$ cat src/rtl/regfile_write_stage_pkg.sv
// regfile_write_stage_pkg: shared register-file sizes, write-entry type and index decoder
package regfile_write_stage_pkg;
  localparam int REG_COUNT = 32;
  localparam int REG_WIDTH = 32;
  localparam int REG_IDX_W = 5;

  typedef struct packed {
    logic [REG_IDX_W-1:0] index;
    logic [REG_WIDTH-1:0] data;
  } wr_entry_t;

  function automatic logic [REG_COUNT-1:0] decode_idx(input logic [REG_IDX_W-1:0] idx);
    return REG_COUNT'(1) << idx;
  endfunction
endpackage

$ cat src/rtl/regfile_write_stage_if.sv
// regfile_write_stage_if: valid/ready register-write request channel
interface regfile_write_stage_if;
  import regfile_write_stage_pkg::*;
  logic                 wr_valid;
  logic                 wr_ready;
  logic [REG_IDX_W-1:0] ctrl_writeReg;
  logic [REG_WIDTH-1:0] data_writeReg;
  modport master (output wr_valid, ctrl_writeReg, data_writeReg, input wr_ready);
  modport slave (input wr_valid, ctrl_writeReg, data_writeReg, output wr_ready);
endinterface

$ cat src/rtl/regfile_write_stage_write_fifo.sv
// write_fifo: in-order write buffer exposing per-entry indices and valids
module write_fifo
  import regfile_write_stage_pkg::*;
#(
  parameter int  DEPTH   = 2,
  parameter type entry_t = wr_entry_t
) (
  input  logic                 clock,
  input  logic                 ctrl_reset_n,
  input  logic                 push,
  input  logic                 pop,
  input  entry_t               din,
  output entry_t               head,
  output logic                 full,
  output logic                 empty,
  output logic [REG_IDX_W-1:0] ent_idx [DEPTH],
  output logic [DEPTH-1:0]     ent_valid
);
  localparam int PW = $clog2(DEPTH);

  entry_t        mem [DEPTH];
  logic [PW-1:0] wp, rp;
  logic [PW:0]   cnt;

  assign full  = cnt == (PW+1)'(DEPTH);
  assign empty = cnt == '0;
  assign head  = mem[rp];

  // Pointers wrap naturally at DEPTH; reset discards all buffered entries
  always_ff @(posedge clock or negedge ctrl_reset_n) begin
    if (!ctrl_reset_n) begin
      wp  <= '0;
      rp  <= '0;
      cnt <= '0;
    end else begin
      if (push) wp <= wp + PW'(1);
      if (pop) rp <= rp + PW'(1);
      cnt <= cnt + (PW+1)'(push) - (PW+1)'(pop);
    end
  end

  // Entry storage needs no reset: validity comes from the pointers
  always_ff @(posedge clock) begin
    if (push) mem[wp] <= din;
  end

  // An entry is live when its distance from the read pointer is below occupancy
  for (genvar g = 0; g < DEPTH; g++) begin : g_ent
    logic [PW-1:0] off;
    assign off          = PW'(g) - rp;
    assign ent_valid[g] = {1'b0, off} < cnt;
    assign ent_idx[g]   = mem[g].index;
  end
endmodule

$ cat src/rtl/regfile_write_stage.sv
// regfile_write_stage: buffered write side of the 32x32 register file
module regfile_write_stage
  import regfile_write_stage_pkg::*;
#(
  parameter int DEPTH = 2
) (
  input  logic                           clock,
  input  logic                           ctrl_reset_n,
  regfile_write_stage_if.slave           wr,
  input  logic                           ctrl_hold,
  output logic [REG_COUNT*REG_WIDTH-1:0] registers_out,
  output logic                           wr_pending,
  output logic [REG_COUNT-1:0]           pending_mask
);
  logic                 full, empty, push, pop;
  wr_entry_t            din, head;
  logic [REG_IDX_W-1:0] ent_idx [DEPTH];
  logic [DEPTH-1:0]     ent_valid;
  logic [REG_COUNT-1:0] we;
  logic [REG_WIDTH-1:0] regs [REG_COUNT];

  assign wr.wr_ready = !full;
  assign push        = wr.wr_valid && !full && wr.ctrl_writeReg != '0;
  assign pop         = !empty && !ctrl_hold;
  assign din         = {wr.ctrl_writeReg, wr.data_writeReg};
  assign wr_pending  = !empty;
  assign we          = pop ? decode_idx(head.index) : '0;

  write_fifo #(.DEPTH(DEPTH), .entry_t(wr_entry_t)) u_fifo (
    .clock(clock),
    .ctrl_reset_n(ctrl_reset_n),
    .push(push),
    .pop(pop),
    .din(din),
    .head(head),
    .full(full),
    .empty(empty),
    .ent_idx(ent_idx),
    .ent_valid(ent_valid)
  );

  // Commit the FIFO head into the array; register 0 is never written
  always_ff @(posedge clock or negedge ctrl_reset_n) begin
    if (!ctrl_reset_n) begin
      for (int i = 0; i < REG_COUNT; i++) regs[i] <= '0;
    end else begin
      for (int i = 0; i < REG_COUNT; i++) if (we[i] && i != 0) regs[i] <= head.data;
    end
  end

  // Union of all buffered destination registers for hazard checks
  always_comb begin
    pending_mask = '0;
    for (int i = 0; i < DEPTH; i++) if (ent_valid[i]) pending_mask = pending_mask | decode_idx(ent_idx[i]);
    pending_mask[0] = 1'b0;
  end

  for (genvar g = 0; g < REG_COUNT; g++) begin : g_pack
    assign registers_out[REG_WIDTH*g +: REG_WIDTH] = g == 0 ? '0 : regs[g];
  end
endmodule

$ cat src/flat_wrapper.sv
// flat-port wrapper written by rule: the top's interface ports become plain ports
module regfile_write_stage_flat import regfile_write_stage_pkg::*;
#(
  parameter int DEPTH = 2
)
  (clock, ctrl_reset_n, ctrl_hold, registers_out, wr_pending, pending_mask, wr_wr_valid, wr_ctrl_writeReg, wr_data_writeReg, wr_wr_ready);
  regfile_write_stage_if wr_i ();
  input  logic clock;
  input  logic ctrl_reset_n;
  input  logic ctrl_hold;
  output logic [REG_COUNT*REG_WIDTH-1:0] registers_out;
  output logic wr_pending;
  output logic [REG_COUNT-1:0] pending_mask;
  input wire logic [$bits(wr_i.wr_valid)-1:0] wr_wr_valid;
  input wire logic [$bits(wr_i.ctrl_writeReg)-1:0] wr_ctrl_writeReg;
  input wire logic [$bits(wr_i.data_writeReg)-1:0] wr_data_writeReg;
  output wire logic [$bits(wr_i.wr_ready)-1:0] wr_wr_ready;
  assign wr_i.wr_valid = wr_wr_valid;
  assign wr_i.ctrl_writeReg = wr_ctrl_writeReg;
  assign wr_i.data_writeReg = wr_data_writeReg;
  assign wr_wr_ready = wr_i.wr_ready;
  regfile_write_stage #(.DEPTH(DEPTH)) u_core (.clock(clock), .ctrl_reset_n(ctrl_reset_n), .wr(wr_i), .ctrl_hold(ctrl_hold), .registers_out(registers_out), .wr_pending(wr_pending), .pending_mask(pending_mask));
endmodule
$ cat config.mk
export PLATFORM = sky130hd
export DESIGN_NAME = regfile_write_stage_flat
export DESIGN_NICKNAME = d
export VERILOG_FILES = /design/src/rtl/regfile_write_stage_pkg.sv /design/src/rtl/regfile_write_stage_if.sv /design/src/rtl/regfile_write_stage_write_fifo.sv /design/src/rtl/regfile_write_stage.sv /design/src/flat_wrapper.sv
export SDC_FILE = /design/constraint.sdc
export NUM_CORES = 1
export LEC_CHECK = 0
export CAP_MARGIN = 20
export CORE_AREA = 3 3 422 424
export DETAILED_ROUTE_END_ITERATION = 12
export DIE_AREA = 0 0 425 427
export PLACE_DENSITY = 0.43
export SLEW_MARGIN = 10
export SYNTH_ARGS = -nofsm -noshare
export SYNTH_HDL_FRONTEND = slang
export SYNTH_SLANG_ARGS = --single-unit
$ cat constraint.sdc
create_clock -name clock -period 3.8 [get_ports clock]
set_clock_uncertainty 0.15 [all_clocks]
set_input_delay 0.76 -clock clock [delete_from_list [all_inputs] [get_ports clock]]
set_output_delay 0.76 -clock clock [all_outputs]
set_load 0.05 [all_outputs]
==> reports/summary.txt, run 1 <==
DIE
----------------------------------------------------------------------------------------
Die width                                                                         425 µm
Die area                                                                     181,000 µm²
Placement Rows                                                                       153
Die Y-Extent                                                                      427 µm
Starting utilization of the core area                                              23.4%
Area of the placeable core                                                   174,000 µm²
I/O Pins                                                                           1,099

CLOCK TREE
----------------------------------------------------------------------------------------
CTS root buf                                                                   clkbuf_16
Insertion delay of the later-clocked pin in the worst-skew pair                  0.78 ns
TritonCTS clock tree                                                                done
Clock buffer depth                                                                     3
Maximum level of the CTS H-tree                                                        4
Clock Sinks                                                                        1,070
Clock-pin slew on the worst setup and hold paths                                 0.06 ns
Number of buffers created by CTS                                                     135

JOB
----------------------------------------------------------------------------------------
Count of maximum capacitance violations                                                0

GLOBAL ROUTING
----------------------------------------------------------------------------------------
Wire length of the first global-routing pass                                  237,000 µm
Number of antenna violations at the first check in global routing                     29
Vias in the first global route                                                    27,000
Congestion Overflow GR                                                                 0
Maximum number of pins on one net before global-route repair                          87
Tot GR Track Use                                                                   18.9%

TIMING
----------------------------------------------------------------------------------------
Count of endpoints failing hold in the final timing report                             0
Max Slew Vio Count                                                                     0
Clock period minus final worst setup slack                                       3.63 ns
Max Freq                                                                         276 MHz
Setup repair after global routing missed its margin                                   no
Setup TNS                                                                           0 ns
Pin slew with the least headroom to its limit                                    1.12 ns
Portion of the clock cycle consumed by the worst path in the final layout          95.5%
Max transition margin                                                              25.3%
Final setup vio count                                                                  0
Minimum setup slack in the final design                                         0.172 ns

SYNTHESIS
----------------------------------------------------------------------------------------
Cell count after synthesis                                                         2,473
Share of synthesized registers carrying an async set or reset                      93.1%
Largest cells by area after synthesis                                       dfrtp_1 61%, mux2_2 27%, edfxtp_1 5.4%
Unique cell type count in the Yosys netlist                                           43
Library cell occupying the most area in the post-synthesis netlist               dfrtp_1
Primary FF master, synth                                                         dfrtp_1
Avg Synthesized Cell Area                                                       16.5 µm²
Mapped cell area                                                              40,800 µm²
Post-synth EDFFs                                                                      74
Fraction of the yosys area taken by sequential cells                               66.5%
Most instantiated cells after synthesis                                     996 x dfrtp_1, 996 x mux2_2, 102 x clkbuf_1, 75 x buf_2, 74 x edfxtp_1
Top cell type's share of synthesized area                                          61.0%
Post-synthesis register bit count                                                  1,070
Number of warnings printed during yosys synthesis                                      0

OUTCOME
----------------------------------------------------------------------------------------
Result of the run                                                           finished clean

DRT
----------------------------------------------------------------------------------------
DRC violation count after routing                                                      0
Vias post-DR                                                                      25,900
Length of the first detailed-routing pass in iterations                                5
Wire length after detailed routing                                            175,000 µm
Via density per instance                                                            4.30
Number of DRC markers after the initial detailed-route iteration                   1,269
Routed wire length per instance                                                  29.1 µm
Number of antenna-violating nets in the routed design                                  0

WORST SETUP PATH
----------------------------------------------------------------------------------------
Critical-path top delay cell                                                      or3b_2
Setup CP Type                                                               flip-flop to output pin
Critical path fanouts, max                                                             8
Crit path buf inv count                                                                1
Crit path DAT                                                                    2.72 ns
Nature of the critical path startpoint                                         flip-flop
Series of cell instances along the critical path                            nor2b_1 -> nor2_1 -> or3b_2 -> o22ai_1 -> buf_4
Required arrival time at the worst endpoint                                      2.89 ns
Type of element capturing the critical path                                   output pin
Crit. path cell count                                                                  5
Slowest Stage Delay on Critical Path                                             0.58 ns
Critical path's top delay family                                            simple AND/OR/NAND/NOR gates
Cell depth of the worst flop-to-flop path                                              6

PLACE
----------------------------------------------------------------------------------------
Placed Area                                                                   54,700 µm²
Placer Congestion                                                                  0.821
Worst slack at placement                                                        0.455 ns
Total of buffers placed on input and output ports                                  1,065
Half-perimeter wire length after placement                                    121,000 µm

FINISH
----------------------------------------------------------------------------------------
Net count, final                                                                   3,613
Final design instance area without fill                                       59,100 µm²
Final core utilization                                                             33.9%
Share of post-route cells with drive strength above 1                              37.1%
Area added between synthesis and finish                                            44.7%

MIN PATH
----------------------------------------------------------------------------------------
Hold depth                                                                             1
Type of the most critical hold path                                         flip-flop to flip-flop

-- sequential cells by signal (all words and copies together), names as in the netlist --
signal,cells
u_core.u_fifo.wp,1
u_core.registers_out,992
u_core.u_fifo.rp,1
u_core.u_fifo.cnt,2
u_core.u_fifo.mem,74
-- cells in the final DEF (no fill, tap or decap), types with 5 or more instances in the layout --
| master | netlist | routed |
|---|---|---|
| nand3_4 | 0 | 6 |
| o22ai_1 | 31 | 31 |
| nand2_2 | 1 | 5 |
| buf_12 | 0 | 36 |
| clkinv_2 | 0 | 13 |
| clkbuf_8 | 0 | 22 |
| clkdlybuf4s50_1 | 0 | 1033 |
| conb_1 | 1 | 33 |
| nor2b_1 | 5 | 5 |
| nor2_1 | 8 | 6 |
| edfxtp_1 | 74 | 74 |
| nor3_4 | 0 | 9 |
| mux2_1 | 31 | 31 |
| buf_4 | 56 | 92 |
| nor3b_4 | 0 | 5 |
| clkbuf_16 | 0 | 143 |
| diode_2 | 0 | 17 |
| clkbuf_1 | 102 | 46 |
| dfrtp_1 | 996 | 995 |
| inv_6 | 0 | 5 |
| nand3_1 | 11 | 5 |
| mux2_2 | 996 | 995 |
| nand2_1 | 20 | 14 |
-- final timing paths --
kind	slack, ns	from	end
worst min-delay path	0.33	u_core.registers_out[644]$_DFFE_PN0P_	u_core.registers_out[644]$_DFFE_PN0P_
worst max-delay path	0.17	u_core.u_fifo.cnt[0]$_DFF_PN0_	pending_mask[23]
max in group asynchronous	1.78	ctrl_reset_n	u_core.registers_out[928]$_DFFE_PN0P_
min in group asynchronous	0.44	ctrl_reset_n	u_core.registers_out[279]$_DFFE_PN0P_
worst max register to register	0.94	u_core.u_fifo.rp$_DFFE_PN0P_	u_core.registers_out[460]$_DFFE_PN0P_
worst min register to register	0.33	u_core.registers_out[644]$_DFFE_PN0P_	u_core.registers_out[644]$_DFFE_PN0P_
-- logic make-up after synthesis --
logic type,synth area share (%)
AOI/OAI and AO/OA,0.793
muxes,28.4
buffers and inverters,2.98
other,0.00918
xor gates and xnor gates,0.0858
and+or+nand+nor,1.21
DFF,66.5
adders and majority gates,0.0613
-- cell type report --
type                       count  area [µm²]
timing repair buffer        1166       11800
clock inverter                30         328
multi-input combinational   1192       12800
clock buffer                 211        4050
fill                       17200      115000
antenna                       17        42.5
inverter                       5        18.8
sequential                  1070       27100
tap                         2325        2910
-- metal layers --
layer	track usage, %	wire, µm	vias up
li1	-	-	10900
met2	33.0	89700	815
met3	5.47	11200	226
met1	21.9	68800	13900
met4	6.51	5460	8
met5	0	55	-
-- metrics by stage --
step / cells / hold slack [ns]
floorplan: 2505 / 0.314
CTS: 5999 / 0.326
global placement: 5755 / 0.318
detailed placement: 5755 / 0.324
finish: 6016 / 0.332
global route: 6004 / 0.354
-- what timing repair did --
action / CTS / global route
gates resized for setup: 3 / 0
hold endpoints to repair: 37 / 0
setup buffers: 2 / 0
setup endpoints to repair: 3 / 0
hold buffers: 1 / 0
Power of run 1 is left out: the tool's default activity adds up to more than one toggle a clock period on the data nets, which glitch-free logic cannot reach.
==> run 2: changes to the inputs <==
--- a/config.mk
+++ b/config.mk
@@ -6,10 +6,10 @@
 export NUM_CORES = 1
 export LEC_CHECK = 0
 export CAP_MARGIN = 20
-export CORE_AREA = 3 3 422 424
+export CORE_AREA = 3 3 421 423
 export DETAILED_ROUTE_END_ITERATION = 12
-export DIE_AREA = 0 0 425 427
-export PLACE_DENSITY = 0.43
+export DIE_AREA = 0 0 424 426
+export PLACE_DENSITY_LB_ADDON = 0.1
 export SLEW_MARGIN = 10
 export SYNTH_ARGS = -nofsm -noshare
 export SYNTH_HDL_FRONTEND = slang
==> run 2 against run 1 <==
  * Worst setup slack got worse by 0.021 ns
  * Non-clock buffer count increased by 10
  * Critical endpoint is now pending_mask[7]
  * Worst hold slack improved by 0.0014 ns
  * Largest cell class unchanged
  * Clock-buffer cell count decreased by 12
  * Flip-flop and latch count unchanged
  * Critical path type unchanged
==> reports/summary.txt, run 2 (synthesis gave the netlist of run 1 again) <==
FINISH
----------------------------------------------------------------------------------------
Net count, final                                                                   3,623
Number of flip-flops under the largest register name                                 992
Area added between synthesis and finish                                            45.5%
Final instance count without filler cells                                          6,018
Final core utilization                                                             34.2%
Most used cells in the layout excluding fill and tap cells                  1,033 x clkdlybuf4s50_1, 996 x mux2_2, 995 x dfrtp_1, 137 x clkbuf_16, 91 x buf_4
Area of the multi-input gates                                                 12,800 µm²
Flip-flop and latch area                                                      27,100 µm²
Leading cell type in the layout, fill and taps excluded                     clkdlybuf4s50_1
FILL cells                                                                        17,100
Share of post-route cells with drive strength above 1                              37.7%

DIE
----------------------------------------------------------------------------------------
Starting utilization of the core area                                              23.5%
I/O Pins                                                                           1,099
Die Y-Extent                                                                      426 µm
Die width                                                                         424 µm
Die area                                                                     181,000 µm²
Placement Rows                                                                       153
Area of the placeable core                                                   174,000 µm²

DRT
----------------------------------------------------------------------------------------
Vias post-DR                                                                      25,700
Met1 Wirelength                                                                67,900 µm
Routed wire length per instance                                                  29.1 µm
Wire length after detailed routing                                            175,000 µm
Via density per instance                                                            4.27
Number of DRC markers after the initial detailed-route iteration                   1,139
Top layer in use                                                                    met5
Number of antenna-violating nets in the routed design                                  0
DRC violation count after routing                                                      0
Amount of wire on met3 after detailed routing                                  11,400 µm
Met2 wire len                                                                  89,000 µm
Length of the first detailed-routing pass in iterations                                6

TIMING
----------------------------------------------------------------------------------------
Minimum setup slack in the final design                                         0.151 ns
Max Freq                                                                         274 MHz
Max Slew Vio Count                                                                     0
Clock period minus final worst setup slack                                       3.65 ns
Count of endpoints failing hold in the final timing report                             0
Portion of the clock cycle consumed by the worst path in the final layout          96.0%
Setup repair after global routing missed its margin                                   no
Final setup vio count                                                                  0
Setup TNS                                                                           0 ns
Pin slew with the least headroom to its limit                                    1.04 ns
Max transition margin                                                              30.6%

PLACE
----------------------------------------------------------------------------------------
Number of placed cells counting well taps                                          5,766
Placer Congestion                                                                  0.793
Worst slack at placement                                                        0.406 ns
Total of buffers placed on input and output ports                                  1,065
Half-perimeter wire length after placement                                    122,000 µm

WORST SETUP PATH
----------------------------------------------------------------------------------------
Setup CP Type                                                               flip-flop to output pin
Start point of the critical path                                            u_core.u_fifo.rp$_DFFE_PN0P_
Required arrival time at the worst endpoint                                      2.89 ns
Critical path fanouts, max                                                            18
Type of element capturing the critical path                                   output pin
Nature of the critical path startpoint                                         flip-flop
Cell depth of the worst flop-to-flop path                                              5
Beginning of the worst register-to-register path                            u_core.u_fifo.rp$_DFFE_PN0P_
Crit path DAT                                                                    2.74 ns

GLOBAL ROUTING
----------------------------------------------------------------------------------------
Maximum number of pins on one net before global-route repair                          98
Wire length of the first global-routing pass                                  239,000 µm
Number of antenna violations at the first check in global routing                     35
Tot GR Track Use                                                                   19.0%
Vias in the first global route                                                    27,200
Congestion Overflow GR                                                                 0

MIN PATH
----------------------------------------------------------------------------------------
Type of the most critical hold path                                         flip-flop to flip-flop
Min-delay src                                                               u_core.registers_out[44]$_DFFE_PN0P_
Hold depth                                                                             1

CLOCK TREE
----------------------------------------------------------------------------------------
CTS root buf                                                                   clkbuf_16
Maximum level of the CTS H-tree                                                        4
Number of buffers created by CTS                                                     135
TritonCTS clock tree                                                                done
Insertion delay of the later-clocked pin in the worst-skew pair                  0.78 ns
Clock buffer depth                                                                     3
Clock-pin slew on the worst setup and hold paths                                 0.06 ns
Clock Sinks                                                                        1,070

JOB
----------------------------------------------------------------------------------------
Count of maximum capacitance violations                                                0

OUTCOME
----------------------------------------------------------------------------------------
Result of the run                                                           finished clean

## run 2: stage by stage
stage / cell area (µm²) / hold WS [ns]
detailed placement: 54900 / 0.324
CTS: 59400 / 0.304
finish: 59400 / 0.333
global route: 59400 / 0.341
floorplan: 41000 / 0.314
global placement: 54800 / 0.319
## run 2: critical path, stage by stage, from the launching register on
cell     delay, ns
dfrtp_4       0.60
nor2b_1       0.20
nor2_1        0.09
or3_1         0.46
o22ai_1       0.35
buf_4         0.27
## run 2: final cells by class
type / count / area share, %
diodes: 11 / 0.0463
clock buffers: 199 / 6.63
clock inverters: 40 / 0.967
inverters: 5 / 0.0316
multi-input cells: 1192 / 21.6
flip-flops and latches: 1070 / 45.7
well taps: 2325 / 4.90
repair buffers: 1176 / 20.2
## run 2: worst paths after layout
kind	endpoint	slack, ns
worst max-delay path	pending_mask[7]	0.15
worst min-delay path	u_core.registers_out[44]$_DFFE_PN0P_	0.33
worst max register to register	u_core.registers_out[979]$_DFFE_PN0P_	0.87
worst min register to register	u_core.registers_out[44]$_DFFE_PN0P_	0.33
max in group asynchronous	u_core.registers_out[261]$_DFFE_PN0P_	2.04
min in group asynchronous	u_core.registers_out[956]$_DFFE_PN0P_	0.38
## run 2: per-layer routing
metal	GRT usage (%)	vias to the layer above
met1	21.6	13700
li1	-	10900
met3	5.79	277
met2	33.1	816
met5	0	-
met4	7.43	10
## run 2: what timing repair did
action / CTS / global route
hold buffers: 1 / 0
endpoints found under the setup margin: 6 / 15
endpoints found under the hold margin: 34 / 0
pin swaps: 1 / 0
resized for setup: 11 / 11
buffers inserted: 1 / 0
Power of run 2 is left out for the same reason.
